$ cat src/rtl/bus_arbiter.sv
//==============================================================================
// Module  : bus_arbiter
// Brief   : Decodes serial per-master request frames and grants the shared bus
//           round-robin, one master at a time, driving master/slave mux selects.
// Revision: 1.0 - initial release
//==============================================================================
`default_nettype none

module bus_arbiter #(
    parameter int MASTERS  = 2,
    parameter int SLAVES   = 3,
    parameter int ID_WIDTH = 2,
    localparam int MSW     = (MASTERS > 1) ? $clog2(MASTERS) : 1
) (
    input  logic               clk,
    input  logic               rst,
    input  logic [MASTERS-1:0] arbSend,
    output logic [MASTERS-1:0] arbCont,
    output logic [MSW-1:0]     masterSel,
    output logic [ID_WIDTH-1:0] slaveSel,
    output logic               busy
);

    localparam int CNT_W = $clog2(ID_WIDTH + 1);

    typedef enum logic [2:0] {
        RX_IDLE = 3'd0,
        RX_ID   = 3'd1,
        RX_CHK  = 3'd2,
        RX_PEND = 3'd3,
        RX_OWN  = 3'd4,
        RX_DROP = 3'd5
    } rx_state_t;

    typedef enum logic [1:0] {
        A_IDLE  = 2'd0,
        A_GRANT = 2'd1,
        A_GAP   = 2'd2
    } arb_state_t;

    arb_state_t                         arb_state;
    logic [MSW-1:0]                     rr_ptr;
    logic [MASTERS-1:0]                 pending;
    logic [MASTERS-1:0]                 owning;
    logic [MASTERS-1:0]                 take;
    logic [MASTERS-1:0][ID_WIDTH-1:0]   rx_ids;
    logic                               pick_valid;
    logic [MSW-1:0]                     pick;
    logic                               arb_free;

    // ---------------- per-master frame receivers ----------------
    for (genvar m = 0; m < MASTERS; m++) begin : g_rx
        rx_state_t           state;
        logic [ID_WIDTH-1:0] id_q;
        logic [CNT_W-1:0]    cnt;
        logic                id_ok;

        assign id_ok     = (id_q != '0) && (int'(id_q) <= SLAVES);
        // A pending master whose line has already fallen is cancelling, not eligible.
        assign pending[m] = (state == RX_PEND) && arbSend[m];
        assign owning[m]  = (state == RX_OWN);
        assign rx_ids[m]  = id_q;

        always_ff @(posedge clk or posedge rst) begin
            if (rst) begin
                state <= RX_IDLE;
                id_q  <= '0;
                cnt   <= '0;
            end else begin
                case (state)
                    RX_IDLE: begin
                        if (arbSend[m]) begin
                            state <= RX_ID;
                            cnt   <= '0;
                        end
                    end
                    RX_ID: begin
                        id_q <= ID_WIDTH'({id_q, arbSend[m]});
                        cnt  <= cnt + 1'b1;
                        if (cnt == CNT_W'(ID_WIDTH - 1)) state <= RX_CHK;
                    end
                    RX_CHK: begin
                        if (!arbSend[m])  state <= RX_IDLE;
                        else if (id_ok)   state <= RX_PEND;
                        else              state <= RX_DROP;
                    end
                    RX_PEND: begin
                        if (!arbSend[m])  state <= RX_IDLE;
                        else if (take[m]) state <= RX_OWN;
                    end
                    RX_OWN, RX_DROP: begin
                        if (!arbSend[m])  state <= RX_IDLE;
                    end
                    default: state <= RX_IDLE;
                endcase
            end
        end
    end

    // ---------------- round-robin selection ----------------
    always_comb begin
        pick_valid = 1'b0;
        pick       = '0;
        for (int k = 0; k < MASTERS; k++) begin
            if (!pick_valid && pending[(int'(rr_ptr) + k) % MASTERS]) begin
                pick_valid = 1'b1;
                pick       = MSW'((int'(rr_ptr) + k) % MASTERS);
            end
        end
    end

    // GAP may grant directly so that exactly one all-zero cycle separates owners.
    assign arb_free = (arb_state != A_GRANT);

    always_comb begin
        take = '0;
        if (arb_free && pick_valid) take[pick] = 1'b1;
    end

    // ---------------- grant FSM ----------------
    always_ff @(posedge clk or posedge rst) begin
        if (rst) begin
            arb_state <= A_IDLE;
            arbCont   <= '0;
            masterSel <= '0;
            slaveSel  <= '0;
            busy      <= 1'b0;
            rr_ptr    <= '0;
        end else begin
            case (arb_state)
                A_IDLE, A_GAP: begin
                    if (pick_valid) begin
                        arb_state <= A_GRANT;
                        arbCont   <= take;
                        busy      <= 1'b1;
                        masterSel <= pick;
                        slaveSel  <= rx_ids[pick];
                    end else begin
                        arb_state <= A_IDLE;
                    end
                end
                A_GRANT: begin
                    if (owning[masterSel] && !arbSend[masterSel]) begin
                        arb_state <= A_GAP;
                        arbCont   <= '0;
                        busy      <= 1'b0;
                        rr_ptr    <= (masterSel == MSW'(MASTERS - 1)) ? '0 : masterSel + 1'b1;
                    end
                end
                default: arb_state <= A_IDLE;
            endcase
        end
    end

endmodule

`default_nettype wire
$ cat config.mk
export PLATFORM = sky130hd
export DESIGN_NAME = bus_arbiter
export DESIGN_NICKNAME = d
export VERILOG_FILES = /design/src/rtl/bus_arbiter.sv
export SDC_FILE = /design/constraint.sdc
export NUM_CORES = 1
export LEC_CHECK = 0
export CAP_MARGIN = 10
export CORE_AREA = 8 8 59 61
export DETAILED_ROUTE_END_ITERATION = 10
export DIE_AREA = 0 0 67 69
export GPL_ROUTABILITY_DRIVEN = 0
export PLACE_DENSITY_LB_ADDON = 0.25
export REMOVE_ABC_BUFFERS = 1
export SKIP_CTS_REPAIR_TIMING = 1
export SLEW_MARGIN = 15
export SYNTH_ARGS = -nofsm -noshare
export SYNTH_HDL_FRONTEND = slang
export SYNTH_SLANG_ARGS = --single-unit
$ cat constraint.sdc
create_clock -name clk -period 2 [get_ports clk]
set_input_delay 0.5 -clock clk [delete_from_list [all_inputs] [get_ports clk]]
set_output_delay 0.5 -clock clk [all_outputs]
set_load 0.02 [all_outputs]
# After elaboration in Yosys (flattened, before gate mapping)
# Cells that the tools add are included.
[word_totals] ff_bits=23 input_bits=4 out_inout_bits=6 word_cells=121
[op_classes] n_addsub=4 order_cmp=5 eq_ne=25 mux=48 bitwise=1 n_reduce_logical=26
[ops] operator="$mux W3" n=14
[ops] operator="$pmux W3 S5" n=2
[ops] operator="$mux W1" n=18
[ops] operator="$mux W2" n=8
[ops] operator="$ne A2 B2 Y1 const B" n=8
[ops] operator="$pmux W2 S2" n=4
[ops] operator="$eq A3 B2 Y1 const B" n=4
[ops] operator="$eq A3 B3 Y1 const B" n=4
[ops] operator="$reduce_bool A2 Y1" n=5
[ops] operator="$reduce_and A2 Y1" n=4
[ops] operator="$reduce_and A4 Y1" n=2
[ops] operator="$eq A2 B1 Y1 const B" n=3
[ops] operator="$eq A3 B1 Y1 const B" n=2
[ops] operator="$logic_and A1 B1 Y1" n=6
[ops] operator="$logic_not A3 Y1" n=2
[ops] operator="$lt A1 B2 Y1 const B" n=3
[ops] operator="$ne A3 B3 Y1 const B" n=2
[ops] operator="$reduce_or A2 Y1" n=3
[ops] operator="$add A2 B1 Y2 const B" n=2
[ops] operator="$lt A2 B3 Y1 const B" n=1
[ops] operator="$reduce_and A3 Y1" n=1
[ops] operator="$add A1 B1 Y1 const B" n=2
[ops] operator="$eq A2 B2 Y1 const B" n=1
[ops] operator="$logic_not A1 Y1" n=2
[ops] operator="6 further kinds" n=6

# Depth between registers and ports, before layout
# Gate-level depths: netlist of run 1.
[logic_depth] word_depth=16 depth_mapped=6 mapped_depth_nobuf=6

# Worst setup path before layout of run 1
# No wires, ideal clock.
[synth_path] kind="flip-flop to flip-flop" from="register g_rx[1].state[0]" to="register arbCont[0]" setup_time_ns=0.121 t_arrival_ns=1.454 required_time_ns=1.879 setup_slack_ns=0.425 path_stages_with_launch=6 path_buffers=1 period_less_slack_ns=1.575 path_cell_list="dfrtp_1 > buf_6 > or4b_4 > mux2i_4 > a31oi_1 > a22o_1"
[synth_via] elab_chain_len=15 word_cells_on_any_way=29 cone_classes="order compare: 2; eq/ne: 4; mux: 16; reduce/logical: 7"
[synth_lines] item="from (decl)" line_no="53" rtl="rx_state_t state;"
[synth_lines] item="from (signal assigned)" line_no="66" rtl="state <= RX_IDLE;"
[synth_lines] item="from (signal assigned)" line_no="73" rtl="state <= RX_ID;"
[synth_lines] item="from (signal assigned)" line_no="80" rtl="if (cnt == CNT_W'(ID_WIDTH - 1)) state <= RX_CHK;"
[synth_lines] item="$eq A3 B2 Y1" line_no="60" rtl="assign pending[m] = (state == RX_PEND) && arbSend[m];"
[synth_lines] item="$logic_and A1 B1 Y1" line_no="60"
[synth_lines] item="$mux W1 (implied by the code) (2 in a row)" line_no="105" rtl="if (!pick_valid && pending[(int'(rr_ptr) + k) % MASTERS]) begin"
[synth_lines] item="$mux W1" line_no="105"
[synth_lines] item="$logic_not A1 Y1" line_no="105"
[synth_lines] item="$logic_and A1 B1 Y1" line_no="105"
[synth_lines] item="$mux W1" line_no="105"
[synth_lines] item="$lt A1 B2 Y1 (implied by the code) or $ge A1 B1 Y1 (tied branches)" line_no="117" rtl="if (arb_free && pick_valid) take[pick] = 1'b1;"
[synth_lines] item="$logic_and A1 B1 Y1 (implied by the code)" line_no="117"
[synth_lines] item="$mux W1 (implied by the code)" line_no="117"
[synth_lines] item="$demux W1 S1" line_no="117"
[synth_lines] item="$mux W2" line_no="117"
[synth_lines] item="$mux W2" line_no="132" rtl="if (pick_valid) begin"
[synth_lines] item="$pmux W2 S2" line_no="130" rtl="case (arb_state)"
[synth_lines] item="to (signal assigned)" line_no="134" rtl="arbCont <= take;"
[synth_lines] item="to (decl)" line_no="18" rtl="output logic [MASTERS-1:0] arbCont,"
# Several ways; a longest one is shown, not always the timed one. The select of a mux whose other input is x is not followed.
# A chain may end at the register's enable or synchronous reset.

# Worst setup path after layout of run 1
[layout_path] from="register slaveSel[1]" to="output slaveSel[1]"
[layout_lines] item="from (decl)" line_no="20" rtl="output logic [ID_WIDTH-1:0] slaveSel,"
[layout_lines] item="from (signal assigned)" line_no="137" rtl="slaveSel <= rx_ids[pick];"
# No word-level cell between the ends.

==> results of run 1 <==
cell type report:
| class | instances | area (µm²) | share of cell area [%] |
|---|---|---|---|
| inverter | 8 | 30.0 | 2.11 |
| sequential | 23 | 576 | 40.5 |
| clock inverter | 1 | 5.00 | 0.352 |
| clock buffer | 3 | 22.5 | 1.58 |
| multi-input combinational | 87 | 561 | 39.4 |
| timing repair buffer | 22 | 190 | 13.4 |
| tap | 31 | 38.8 | 2.73 |
kinds of logic after synthesis:
logic type               after synthesis  share of synthesized area [%]
AND/OR/NAND/NOR                       42                           19.1
buffers and inverters                 14                           6.10
multiplexers                           7                           7.14
AO/OA/AOI/OAI                         36                           18.0
adder cells (fa/ha/maj)                2                           2.07
flip-flops                            23                           47.6
synth_stat cells (all sizes together) (2+ instances only):
cell type,n,share of area [%]
o21ai,18,7.4
o22ai,2,1.0
a21oi,3,1.2
dfrtp,23,48
nor2,10,3.1
or3,2,1.0
a31oi,2,1.0
mux2,3,2.8
ha,2,2.1
nor2b,2,1.0
buf,5,3.3
or4b,2,2.3
nand4b,3,2.2
inv,8,2.5
nand2b,4,2.1
mux2i,4,4.3
a21o,3,1.9
nand2,13,4.0
power groups by stage:
stage | clock network [mW] | registers, mW | logic [mW]
after CTS | 0.225 | 0.891 | 0.851
final | 0.219 | 0.889 | 0.843
after detailed placement | 0 | 0.902 | 0.846
after floorplan | 0 | 0.910 | 0.497
after global placement | 0 | 0.890 | 0.809
after global routing | 0.256 | 0.936 | 0.952
routing by layer:
metal	routed length (µm)	part of all wire, %	global-route usage (%)	up-vias
met3	103	4.3	2.10	4
met1	1140	47	14.9	455
li1	-	-	-	480
met5	0	0	0	-
met4	39	1.6	4.88	0
met2	1140	47	18.7	27
state kept, by name, indices dropped and copies added, names as in the netlist:
register,flops
g_rx.state,6
masterSel,1
g_rx.cnt,4
busy,1
rr_ptr,1
arb_state,2
arbCont,2
slaveSel,2
g_rx.id_q,4
tightest hold or removal path, cell delays in order:
cell and delay [ns]:
clkdlybuf4s50_1 0.39, inv_1 0.05, buf_4 0.29
metrics by stage:
step	setup WS (ns)	hold WS (ns)
after floorplan	0.412	0.450
after global routing	0.134	0.533
final	0.198	0.505
after CTS	0.0372	0.510
after detailed placement	-0.106	0.480
after global placement	-0.0657	0.464
worst max path at each step:
| stage | start | end | slack, ns | depth (start not counted) |
|---|---|---|---|---|
| finish | slaveSel[1]$_DFFE_PP0P_ | slaveSel[1] | 0.20 | 1 |
| floorplan | g_rx[0].state[0]$_DFFE_PP0P_ | arbCont[0]$_DFFE_PP0P_ | 0.41 | 4 |
| CTS | masterSel$_DFFE_PP0P_ | masterSel | 0.04 | 1 |
| global route | slaveSel[1]$_DFFE_PP0P_ | slaveSel[1] | 0.13 | 1 |
| global placement | arbSend[0] | arbCont[0]$_DFFE_PP0P_ | -0.07 | 5 |
| detailed placement | arbSend[0] | arbCont[1]$_DFFE_PP0P_ | -0.11 | 5 |
==> results.py, run 1 <==
metrics = {
    "power": {
        "internal-power_mw": 1.16,
        "ir_drop_uv": 670,
        "switching_power_mw": 0.789,
        "power_frac_comb_pct": 43.2,
        "switching_share_pct": 40.4,
        "power_mw": 1.95,
        "cellPowerDensity_nw_per_um2": 1370,
        "pwr-share-clk_pct": 11.2,
        "p_seq_share_pct": 45.6,
        "power_leakage_nw": 0.648,
    },
    "setup_path": {
        "reg2reg_setup_slack_ns": 0.28,
        "rr_worst_depth": 4,
        "critPathTopFamily": "buffers and inverters",
        "cpMaxStageDelayCell": "clkdlybuf4s50_1",
        "critical_path_class": "flop to primary output",
        "critPathBufInv": 1,
        "cp_max_fo": 2,
        "path_cells": "clkdlybuf4s50_1",
        "reg2reg_from": "g_rx[0].state[0]$_DFFE_PP0P_",
        "critPathLaunchType": "flop",
        "required_ns": 1.50,
        "slowest_delay_ns": 0.61,
        "r2r-end": "arbCont[1]$_DFFE_PP0P_",
        "critical_path.endpoint_type": "primary output",
        "arrival_ns": 1.30,
    },
    "routing": {
        "vias_per_cell": 5.52,
        "drcViolationCount": 0,
        "vias": 966,
        "drt_first_iter_violations": 69,
        "detail_route.wl_per_cell_um": 13.8,
        "dr.pass1.iters": 4,
        "ant_nets": 0,
        "drt_wl_total_um": 2420,
    },
    "floorplanning": {
        "rows": 19,
        "start_util_pct": 46.3,
        "core_area_um2": 2620,
        "num_io_pins": 10,
        "dieArea_um2": 4620,
        "dieHeight_um": 69,
        "die_w_um": 67,
    },
    "grt": {
        "track_usage_pct": 11.7,
        "grt_first_pass_wirelength_um": 4490,
        "overflow": 0,
        "grt_pass1_vias": 1012,
        "antenna_found_initial": 0,
        "grt_max_degree": 24,
    },
    "clock_tree": {
        "clk_latency_ns": 0.31,
        "h-tree-depth": 1,
        "clock_path_buffers": 2,
        "tritoncts": "yes",
        "cts_buffers": 3,
        "clk_pin_slew_ns": 0.14,
        "clock-sinks": 23,
        "cts-root-buf": "clkbuf_4",
    },
    "sta": {
        "fin_crit_sh_pct": 90.1,
        "tightestPinTransition_ns": 0.338,
        "fin_worst_skew_ns": 0.0103,
        "setup_viol_count_final": 0,
        "max_freq_mhz": 555,
        "tns_ns": 0,
        "slew-limit-headroom_pct": 77.5,
        "min_period_ns": 1.80,
        "finalHoldViolCount": 0,
        "slew_viol_final": 0,
        "rsz0062_at_grt": "no",
    },
    "final_layout": {
        "final_core_util_pct": 54.4,
        "nets": 151,
        "area_delta_synth_final_pct": 17.6,
        "fin_area_um2": 1420,
        "instances_no_fill": 175,
        "fillers": 236,
        "final_common_cell": "dfrtp_1",
        "final_cell_mix": "23 x dfrtp_1, 17 x o21ai_0, 13 x nand2_1, 13 x buf_4, 10 x nor2_1",
        "drive_gt1_share_pct": 16.7,
        "n_antenna_cell": 0,
    },
    "flow_run": {
        "drv_cap": 0,
    },
    "placed_design": {
        "dpl.hpwl_um": 1830,
        "post-place-cells": 171,
        "place_area_um2": 1390,
        "io_buffers": 9,
    },
    "synth": {
        "synth_area_um2": 1210,
        "synth-main-ff-cell": "dfrtp_1",
        "async_flop_share_pct": 100,
        "synth_edf_count": 0,
        "synthCells": 124,
        "synth-seq-cells": 23,
        "synth-seq-area-share_pct": 47.6,
        "netlist-cell-type-count": 37,
        "ys_warn_count": 0,
        "synth.avg_cell_area_um2": 9.76,
    },
    "run_status": {
        "status": "complete, no violations",
    },
    "hold_path": {
        "hold_path.class": "primary input to asynchronous set/reset pin",
    },
}
(Power assumes the default switching activity.)
==> inputs of run 2 (changes only) <==
Settings changed: CORE_AREA 8 8 59 61 to 8 8 64 66, DIE_AREA 0 0 67 69 to 0 0 72 74, HOLD_SLACK_MARGIN set to 0.1.
==> results.py, run 2 (synthesis results as in run 1) <==
metrics = {
    "run_status": {
        "status": "complete, no violations",
    },
    "floorplanning": {
        "core_area_um2": 3180,
        "start_util_pct": 38.1,
        "die_w_um": 72,
        "dieHeight_um": 74,
        "num_io_pins": 10,
        "rows": 21,
        "dieArea_um2": 5330,
    },
    "final_layout": {
        "regMostFlops": "g_rx.state",
        "instances_no_fill": 187,
        "final_cell_mix": "23 x dfrtp_1, 17 x o21ai_0, 13 x nand2_1",
        "nets": 148,
        "area_delta_synth_final_pct": 17.0,
        "reg.largest.list": "g_rx.state: 6 flops, g_rx.cnt: 4 flops, g_rx.id_q: 4 flops",
        "largest_register_ffs": 6,
        "drive_gt1_share_pct": 14.2,
        "n_antenna_cell": 0,
        "final_core_util_pct": 44.5,
        "final_common_cell": "dfrtp_1",
    },
    "sta": {
        "fin_worst_skew_ns": 0.00152,
        "slew_viol_final": 0,
        "max_freq_mhz": 521,
        "fin_crit_sh_pct": 96.0,
        "setup_viol_count_final": 0,
        "hold_ws_ns": 0.489,
        "finalHoldViolCount": 0,
        "min_period_ns": 1.92,
        "tightestPinTransition_ns": 0.375,
        "slew-limit-headroom_pct": 75.0,
        "rsz0062_at_grt": "no",
    },
    "power": {
        "cellPowerDensity_nw_per_um2": 1360,
        "power_frac_comb_pct": 42.2,
        "ir_drop_uv": 713,
        "internal-power_mw": 1.15,
        "switching_power_mw": 0.770,
        "power_leakage_nw": 0.619,
        "switching_share_pct": 40.1,
        "pwr-share-clk_pct": 11.0,
        "p_seq_share_pct": 46.8,
    },
    "routing": {
        "drcViolationCount": 0,
        "vias_per_cell": 5.04,
        "dr.pass1.iters": 6,
        "vias": 943,
        "ant_nets": 0,
        "drt_first_iter_violations": 26,
        "detail_route.wl_per_cell_um": 13.2,
        "drt_wl_total_um": 2470,
    },
    "setup_path": {
        "critical_path_class": "flop to primary output",
        "reg2reg_setup_slack_ns": 0.25,
        "arrival_ns": 1.42,
        "cpMaxStageDelayCell": "clkdlybuf4s50_1",
        "cp_max_fo": 4,
        "critical_path.endpoint_type": "primary output",
        "critPathLaunchType": "flop",
        "critPathTopFamily": "buffers and inverters",
        "required_ns": 1.50,
        "path_cells": "clkdlybuf4s50_1",
        "critPathBufInv": 1,
        "slowest_delay_ns": 0.65,
    },
    "grt": {
        "grt_pass1_vias": 938,
        "grt_max_degree": 24,
        "track_usage_pct": 10.1,
        "overflow": 0,
        "antenna_found_initial": 0,
        "grt_first_pass_wirelength_um": 4240,
    },
    "clock_tree": {
        "cts_buffers": 3,
        "h-tree-depth": 1,
        "tritoncts": "yes",
        "clk_latency_ns": 0.30,
        "clock-sinks": 23,
        "clock_path_buffers": 2,
        "cts-root-buf": "clkbuf_4",
        "clk_pin_slew_ns": 0.12,
    },
    "placed_design": {
        "post-place-cells": 183,
        "dpl.hpwl_um": 1870,
        "io_buffers": 9,
    },
    "hold_path": {
        "hold_path.class": "flop to flop",
    },
    "flow_run": {
        "drv_cap": 0,
    },
}
## run 2: cell count changes in the layout (fill, tap and decap cells not counted), sizes merged
| cell | delta |
|---|---|
| buf | -3 |
| clkbuf | +1 |
| clkdlybuf4s50 | +1 |
| clkinv | -1 |
| dlymetal6s2s | -1 |
## run 2: final cells by class
| type | count | area (µm²) |
|---|---|---|
| Inverter | 8 | 30.0 |
| Timing Repair Buffer | 19 | 165 |
| Fill cell | 309 | 1760 |
| Clock buffer | 4 | 26.3 |
| Sequential cell | 23 | 576 |
| Tap cell | 46 | 57.6 |
| Multi-Input combinational cell | 87 | 561 |
## run 2: power groups by stage
stage | registers [mW] | clock network (mW) | logic, mW
global placement | 0.896 | 0 | 0.791
finish | 0.899 | 0.211 | 0.809
detailed placement | 0.909 | 0 | 0.823
global route | 0.938 | 0.241 | 0.927
CTS | 0.896 | 0.225 | 0.829
floorplan | 0.910 | 0 | 0.497
## run 2: worst paths after layout
check,to,depth (start not counted),start
worst min-delay path,slaveSel[0]$_DFFE_PP0P_,2,slaveSel[0]$_DFFE_PP0P_
worst max-delay path,masterSel,1,masterSel$_DFFE_PP0P_
max in group asynchronous,g_rx[0].cnt[0]$_DFFE_PP0P_,3,rst
worst max register to register,arbCont[1]$_DFFE_PP0P_,4,g_rx[0].state[0]$_DFFE_PP0P_
worst min register to register,slaveSel[0]$_DFFE_PP0P_,2,slaveSel[0]$_DFFE_PP0P_
min in group asynchronous,g_rx[1].cnt[1]$_DFFE_PP0P_,3,rst
## run 2: metrics by stage
step           total power [mW]  setup TNS (ns)  setup WS (ns)  cell area [µm²]
2_1_floorplan              1.41               0          0.412             1170
3_3_place_gp               1.69          -0.283        -0.0791             1390
3_5_place_dp               1.73          -0.497         -0.113             1390
4_1_cts                    1.95               0         0.0626             1420
5_1_grt                    2.11               0        0.00811             1420
6_report                   1.92               0         0.0804             1420
## run 2: routing by layer
layer	share of wire (%)	wire length (µm)	GRT usage, %
met3	3.2	78	2.29
met2	49	1210	16.9
met1	47	1150	12.3
met5	0	0	0
met4	1.3	31	4.08
==> inputs of run 3 (changes only) <==
Settings changed: CORE_AREA 8 8 64 66 to 2 2 58 60, DIE_AREA 0 0 72 74 to 0 0 60 62.
==> results.py, run 3 (synthesis results as in run 1) <==
metrics = {
    "grt": {
        "grt_max_degree": 24,
        "antenna_found_initial": 0,
        "track_usage_pct": 15.4,
        "grt_first_pass_wirelength_um": 4270,
        "overflow": 0,
        "grt_pass1_vias": 973,
    },
    "floorplanning": {
        "dieHeight_um": 62,
        "rows": 21,
        "core_area_um2": 3180,
        "die_w_um": 60,
        "num_io_pins": 10,
        "dieArea_um2": 3720,
        "start_util_pct": 38.1,
    },
    "final_layout": {
        "final_common_cell": "dfrtp_1",
        "n_antenna_cell": 0,
        "largest_register_ffs": 6,
        "nets": 149,
        "final_cell_mix": "23 x dfrtp_1, 17 x o21ai_0, 13 x nand2_1",
        "fillers": 309,
        "area_delta_synth_final_pct": 17.6,
        "regMostFlops": "g_rx.state",
        "reg.largest.list": "g_rx.state: 6 flops, g_rx.cnt: 4 flops, g_rx.id_q: 4 flops",
        "fin_area_um2": 1420,
        "drive_gt1_share_pct": 14.8,
    },
    "sta": {
        "fin_crit_sh_pct": 96.1,
        "setup_viol_count_final": 0,
        "finalHoldViolCount": 0,
        "hold_ws_ns": 0.491,
        "slew_viol_final": 0,
        "fin_worst_skew_ns": 0.00154,
        "tns_ns": 0,
        "rsz0062_at_grt": "no",
        "max_freq_mhz": 521,
        "slew-limit-headroom_pct": 77.2,
        "tightestPinTransition_ns": 0.337,
        "setup_ws_ns": 0.0788,
        "min_period_ns": 1.92,
    },
    "setup_path": {
        "cp_max_fo": 4,
        "arrival_ns": 1.42,
        "critPathTopFamily": "buffers and inverters",
        "critical_path_class": "flop to primary output",
        "critPathLaunchType": "flop",
        "critPathBufInv": 1,
        "slowest_delay_ns": 0.64,
        "path_cells": "clkdlybuf4s50_1",
        "cpMaxStageDelayCell": "clkdlybuf4s50_1",
        "required_ns": 1.50,
        "critical_path.endpoint_type": "primary output",
    },
    "placed_design": {
        "place_area_um2": 1400,
        "io_buffers": 9,
        "dpl.hpwl_um": 1890,
        "post-place-ws_ns": -0.112,
    },
    "routing": {
        "vias": 949,
        "drt_wl_total_um": 2440,
        "vias_per_cell": 5.05,
        "drcViolationCount": 0,
        "ant_nets": 0,
        "detail_route.wl_per_cell_um": 13.0,
        "dr.pass1.iters": 4,
        "drt_first_iter_violations": 59,
    },
    "clock_tree": {
        "clock_path_buffers": 2,
        "clock-sinks": 23,
        "tritoncts": "yes",
        "cts-root-buf": "clkbuf_4",
        "clk_pin_slew_ns": 0.12,
        "h-tree-depth": 1,
        "cts_buffers": 3,
        "clk_latency_ns": 0.31,
    },
    "flow_run": {
        "drv_cap": 0,
    },
    "power": {
        "ir_drop_uv": 585,
        "cellPowerDensity_nw_per_um2": 1350,
        "power_leakage_nw": 0.623,
    },
    "hold_path": {
        "hold_path.class": "flop to flop",
    },
    "run_status": {
        "status": "complete, no violations",
    },
}
run 3: changes by cell type in the layout (fill, tap and decap cells not counted), sizes merged:
cell,before,now
buf,10,11
run 3: worst register-to-register path: cells and delay by family, from the launching register on:
family | cells | cell delay [ns]
multiplexers | 1 | 0.17
AO/OA/AOI/OAI | 2 | 0.32
flip-flops | 1 | 0.52
AND/OR/NAND/NOR | 1 | 0.60
run 3: layout make-up:
cell class                 count  area, µm²  share of cell area [%]
sequential                    23        576                    40.5
tap                           46       57.6                    4.05
timing repair buffer          20        173                    12.1
multi-input combinational     87        561                    39.4
clock buffer                   4       26.3                    1.85
inverter                       8       30.0                    2.11
run 3: report_power, final:
part	switching [mW]	leakage, nW	total, mW	internal (mW)
clock	0.135	0.0150	0.213	0.0778
combinational	0.400	0.325	0.818	0.417
sequential	0.239	0.283	0.896	0.657
run 3: worst paths after layout:
| check | start | slack, ns | cells after the start | endpoint |
|---|---|---|---|---|
| hold reg to reg | slaveSel[0]$_DFFE_PP0P_ | 0.49 | 2 | slaveSel[0]$_DFFE_PP0P_ |
| max in group asynchronous | rst | 1.26 | 3 | masterSel$_DFFE_PP0P_ |
| hold / removal | slaveSel[0]$_DFFE_PP0P_ | 0.49 | 2 | slaveSel[0]$_DFFE_PP0P_ |
| min in group asynchronous | rst | 0.52 | 3 | g_rx[1].id_q[0]$_DFFE_PP0P_ |
| setup / recovery | masterSel$_DFFE_PP0P_ | 0.08 | 1 | masterSel |
| setup reg to reg | g_rx[0].state[0]$_DFFE_PP0P_ | 0.29 | 4 | arbCont[0]$_DFFE_PP0P_ |
run 3: metrics by stage:
stage          power, mW  utilization, %  std cells
4_1_cts             1.96            44.7        188
3_3_place_gp        1.69            43.9        184
3_5_place_dp        1.74            43.9        184
6_report            1.93            44.7        188
5_1_grt             2.11            44.7        188
2_1_floorplan       1.41               -        118
run 3: routing by layer:
| layer | vias up | part of all wire [%] | GRT usage, % |
|---|---|---|---|
| li1 | 474 | - | - |
| met1 | 462 | 43 | 17.3 |
| met2 | 11 | 53 | 28.9 |
| met3 | 2 | 2.8 | 3.73 |
| met4 | 0 | 1.1 | 4.76 |
| met5 | - | 0 | 0 |
==> patch 1 (settings of run 2) <==
Encoding of `rx_state_t`: now one-hot (6 bits for 6 states).
--- a/src/rtl/bus_arbiter.sv
+++ b/src/rtl/bus_arbiter.sv
@@ -25,9 +25,9 @@
 
-    typedef enum logic [2:0] {
-        RX_IDLE = 3'd0,
-        RX_ID   = 3'd1,
-        RX_CHK  = 3'd2,
-        RX_PEND = 3'd3,
-        RX_OWN  = 3'd4,
-        RX_DROP = 3'd5
+    typedef enum logic [5:0] {
+        RX_IDLE = 6'b000001,
+        RX_ID   = 6'b000010,
+        RX_CHK  = 6'b000100,
+        RX_PEND = 6'b001000,
+        RX_OWN  = 6'b010000,
+        RX_DROP = 6'b100000
     } rx_state_t;
Check against the original RTL: same outputs for any inputs over 4 cycles, from zero or initial values and one cycle with rst high; so few cycles prove little.
==> patch 1 against run 2 <==
- clock power is 91% higher
- combinational power shrank 24%
- wire length up 13%
- design area is 24% higher
- sequential cell count up 6
- area after synthesis increased by 21%
- global-route usage increased by 2.1 points
- worst setup slack better by 84 ps
- power rose by 2.2%
- register-to-register slack gained 20 ps
- largest cell class unchanged
==> patch 1: results <==
[worst_setup_path]
cpMaxStageDelayCell = clkdlybuf4s50_1
r2r_slack_ps = 270
worstReg2RegEnd = arbCont[0]$_DFFE_PP0P_
r2r_cells = 5
rr_startpoint = g_rx[0].state[3]$_DFFE_PP0P_
cpPeakStageDelay_ps = 620
critical_path_arrival_ps = 1340
critPathMaxFanout = 3
critPathTopFamily = buffers and inverters

[finish]
drive_above_1_share_pct = 22.4
n_antenna_cell = 0
finalNetCount = 170
layout_filler_cell_count = 275
reg_top3 = g_rx.state: 12 flops, g_rx.cnt: 4 flops, g_rx.id_q: 4 flops

[drt]
first_iter_violations = 34
drt-vias-per-instance = 5.26
routed_wire_length_per_instance_microns = 13.3
dr.pass1.iters = 5
drt-total-wl_mm = 2.80

[clocking]
h-tree-depth = 2
max-clock-path-buffers = 2
insertion_delay_ps = 320
cts_made_buffers = 5
clk_pin_slew_ps = 90
clockRootBuffer = clkbuf_4

[global_routing]
grt_pass1_wl_mm = 5.00
grt_pass1_vias = 1126
initial_antenna_violation_count = 0
globalRoute.totalOverflow = 0
grt_usage_pct = 12.2
maximum_number_of_pins_on_one_net_before_global_route_repair = 30

[sta]
slew_headroom_pct = 71.4
timing.clock.skew_ps = 2.21

[hold_path]
worstHoldPathType = flop to flop
hold_path_depth = 1
timing.hold.worst.start = arbCont[1]$_DFFE_PP0P_
hold_end = arbCont[1]$_DFFE_PP0P_

[logic_synthesis]
yosys.cell_types.count = 43
synth_sequential_area_ratio_pct = 49.9
postSynth.topFlopCell = dfrtp_1
async_reset_ff_share_pct = 100
yosys-top-cells-count = 27 x dfrtp_1, 17 x nor2_1, 8 x nand3_1, 8 x o21ai_0, 7 x inv_1
synth.yosys.warnings = 0
yosys_register_bits = 29
post_syn_area_per_cell_sq_um = 10.6
synth.top_cells.by_area = dfrtp_1 46%, nor2_1 4.4%, dfstp_2 3.6%

[place]
post_dp_cell_area_sq_um = 1690
place_hpwl_mm = 2.10
placement.io_buffers = 9
place_inst = 203

[outcome]
outcome = completed

[pwr]
ir_drop_mv = 0.446
power.static_leakage_nw = 0.787
-- patch 1: cell types whose count changed after synthesis, moves of 4 or more --
| cell | before | now |
|---|---|---|
| o21ai_0 | 17 | 8 |
| nand3_1 | 0 | 8 |
| nand2_1 | 13 | 6 |
| nor2_1 | 10 | 17 |
| dfrtp_1 | 23 | 27 |
| nor3_1 | 0 | 4 |
-- patch 1: cells by family after synthesis --
group	count (synthesis)	share of synthesized area, %
buffers and inverters	9	2.40
and+or+nand+nor	55	22.0
DFF	29	49.9
AOI/OAI and AO/OA	32	16.1
muxes	7	5.49
adders and majority gates	2	1.71
xor gates and xnor gates	4	2.40
-- patch 1: per-stage QoR --
step           setup TNS (ps)  power [mW]  utilization (%)  setup slack (ps)  hold WS [ps]
4_1_cts                     0        1.99             55.3               121           502
3_5_place_dp             -557        1.58             53.1              -133           478
5_1_grt                     0        2.12             55.3              73.5           529
6_report                    0        1.96             55.3               165           495
2_1_floorplan               0        1.36                -               337           467
3_3_place_gp             -352        1.54             53.1             -93.4           479
-- patch 1: worst max-delay path by stage --
stage	start	to	depth (start not counted)
3_3_place_gp	arbSend[1]	arbCont[0]$_DFFE_PP0P_	6
2_1_floorplan	g_rx[0].state[5]$_DFFE_PP0P_	arbCont[0]$_DFFE_PP0P_	5
3_5_place_dp	arbSend[1]	arbCont[0]$_DFFE_PP0P_	6
6_report	masterSel$_DFFE_PP0N_	masterSel	1
4_1_cts	masterSel$_DFFE_PP0N_	masterSel	1
5_1_grt	arbSend[1]	arbCont[0]$_DFFE_PP0P_	6
-- patch 1: report_power, final --
part	switching (mW)	internal [mW]	leakage, nW
Clock	0.200	0.203	0.0413
Sequential	0.194	0.751	0.372
Combinational	0.307	0.306	0.374
Total	0.701	1.26	0.787
-- patch 1: final cells by class --
class	count	area, sq um	area share (%)
multi-input combinational	100	696	39.6
sequential	29	728	41.4
tap	46	57.6	3.27
timing repair buffer	21	180	10.2
clock buffer	7	65.1	3.70
inverter	7	26.3	1.49
clock inverter	1	5.00	0.285
-- patch 1: layer usage --
| layer | part of all wire (%) | track usage, % | vias up | routed length, microns |
|---|---|---|---|---|
| met5 | 0 | 0 | - | 0 |
| li1 | - | - | 557 | - |
| met3 | 4.1 | 3.64 | 9 | 115 |
| met4 | 2.7 | 7.48 | 0 | 76 |
| met2 | 45 | 19.0 | 18 | 1260 |
| met1 | 48 | 14.5 | 526 | 1350 |
==> patch 2 (flow settings as in run 2) <==
Without the edit above. Set the parameter `MASTERS` to 1 (it was 2).
--- a/src/rtl/bus_arbiter.sv
+++ b/src/rtl/bus_arbiter.sv
@@ -9,3 +9,3 @@
 module bus_arbiter #(
-    parameter int MASTERS  = 2,
+    parameter int MASTERS  = 1,
     parameter int SLAVES   = 3,
Ports: changed (resized arbCont and arbSend); port bits go from 10 to 8. No check against the original RTL was run, so the function may have changed too.
==> patch 2 against run 2 <==
- wire length fell by 50%
- register-to-register slack gained 300 ps
- clock power down 21%
- cell count is 42% lower
- worst hold slack worse by 6.5 ps
- non-clock buffer count decreased by 13
- sequential cell count shrank 10
- power is 39% lower
- worst setup slack better by 170 ps
- sequential share of layout area increased by 3.0 points
- area after synthesis shrank 49%
- design area decreased by 47%
- first-iteration DRC count shrank 54%
- critical path type unchanged
- largest power group is now combinational cells
- highest routed layer unchanged
==> patch 2: results <==
[outcome]
outcome = completed

[clocking]
insertion_delay_ps = 280
clk_pin_slew_ps = 80

[finish]
largest_register_ffs = 3
finalNetCount = 67

[global_routing]
groute.layer.met3.usage_pct = 0.809
maximum_number_of_pins_on_one_net_before_global_route_repair = 14
grt.met1_usage_pct = 5.60
grt_pass1_vias = 418
grt_pass1_wl_mm = 2.01
grt_usage_pct = 5.12
groute.layer.met2.usage_pct = 7.89

[drt]
route.layer.met1.wl_microns = 534
routed_wire_length_per_instance_microns = 11.4
met3RoutedLength_microns = 17
wl_met2_microns = 632
routed-via-count = 436
dr.pass1.iters = 4

[worst_setup_path]
cpPeakStageDelay_ps = 610
critPathMaxFanout = 2
r2r_cells = 3
critical_path_arrival_ps = 1250

[logic_synthesis]
yosys.cell_types.count = 32
synth_sequential_area_ratio_pct = 52.6

[place]
pre_cts_ws_ps = 115
place_hpwl_microns = 893

[pwr]
ir_drop_mv = 0.277
power.static_leakage_nw = 0.324
seq_power_share_pct = 42.3

[sta]
worstMarginPinSlew_ps = 499
timing.clock.skew_ps = 0.371

[hold_path]
hold_path_depth = 1
patch 2: cell types whose count changed after synthesis, sizes merged, moves of 2 or more:
cell | run 2 | this run
nand2 | 13 | 1
nor2 | 10 | 3
nand4b | 3 | 0
or4b | 2 | 0
nand2b | 4 | 1
buf | 5 | 2
dfrtp | 23 | 13
o21ai | 18 | 1
mux2i | 4 | 1
inv | 8 | 5
patch 2: final timing paths:
check,start,endpoint,slack [ps]
setup / recovery,arbCont$_DFFE_PP0P_,arbCont,250
hold / removal,busy$_DFFE_PP0P_,busy$_DFFE_PP0P_,480
min in group asynchronous,rst,arbCont$_DFFE_PP0P_,550
hold reg to reg,busy$_DFFE_PP0P_,busy$_DFFE_PP0P_,480
setup reg to reg,g_rx[0].state[2]$_DFFE_PP0P_,slaveSel[1]$_DFFE_PP0P_,550
max in group asynchronous,rst,g_rx[0].state[2]$_DFFE_PP0P_,1120
patch 2: final cells by class:
class	count	area [sq um]
well taps	46	57.6
repair buffers	6	60.1
flip-flops and latches	13	325
fillers	350	2430
multi-input cells	34	258
clock buffers	4	26.3
inverters	5	18.8
patch 2: logic make-up after synthesis:
kind of cell    share of synthesized area, %
compound gates                          15.8
fa+ha+maj                               2.02
buf+inv                                 5.67
flops                                   52.6
mux                                     10.1
other cells                            0.607
simple gates                            13.2
patch 2: stage by stage:
stage / area [sq um] / hold slack [ps] / util (%) / power (mW)
detailed placement: 719 / 473 / 22.6 / 1.00
global route: 746 / 509 / 23.5 / 1.25
CTS: 746 / 492 / 23.5 / 1.18
global placement: 719 / 479 / 22.6 / 1.00
finish: 746 / 483 / 23.5 / 1.17
floorplan: 602 / 377 / - / 0.839
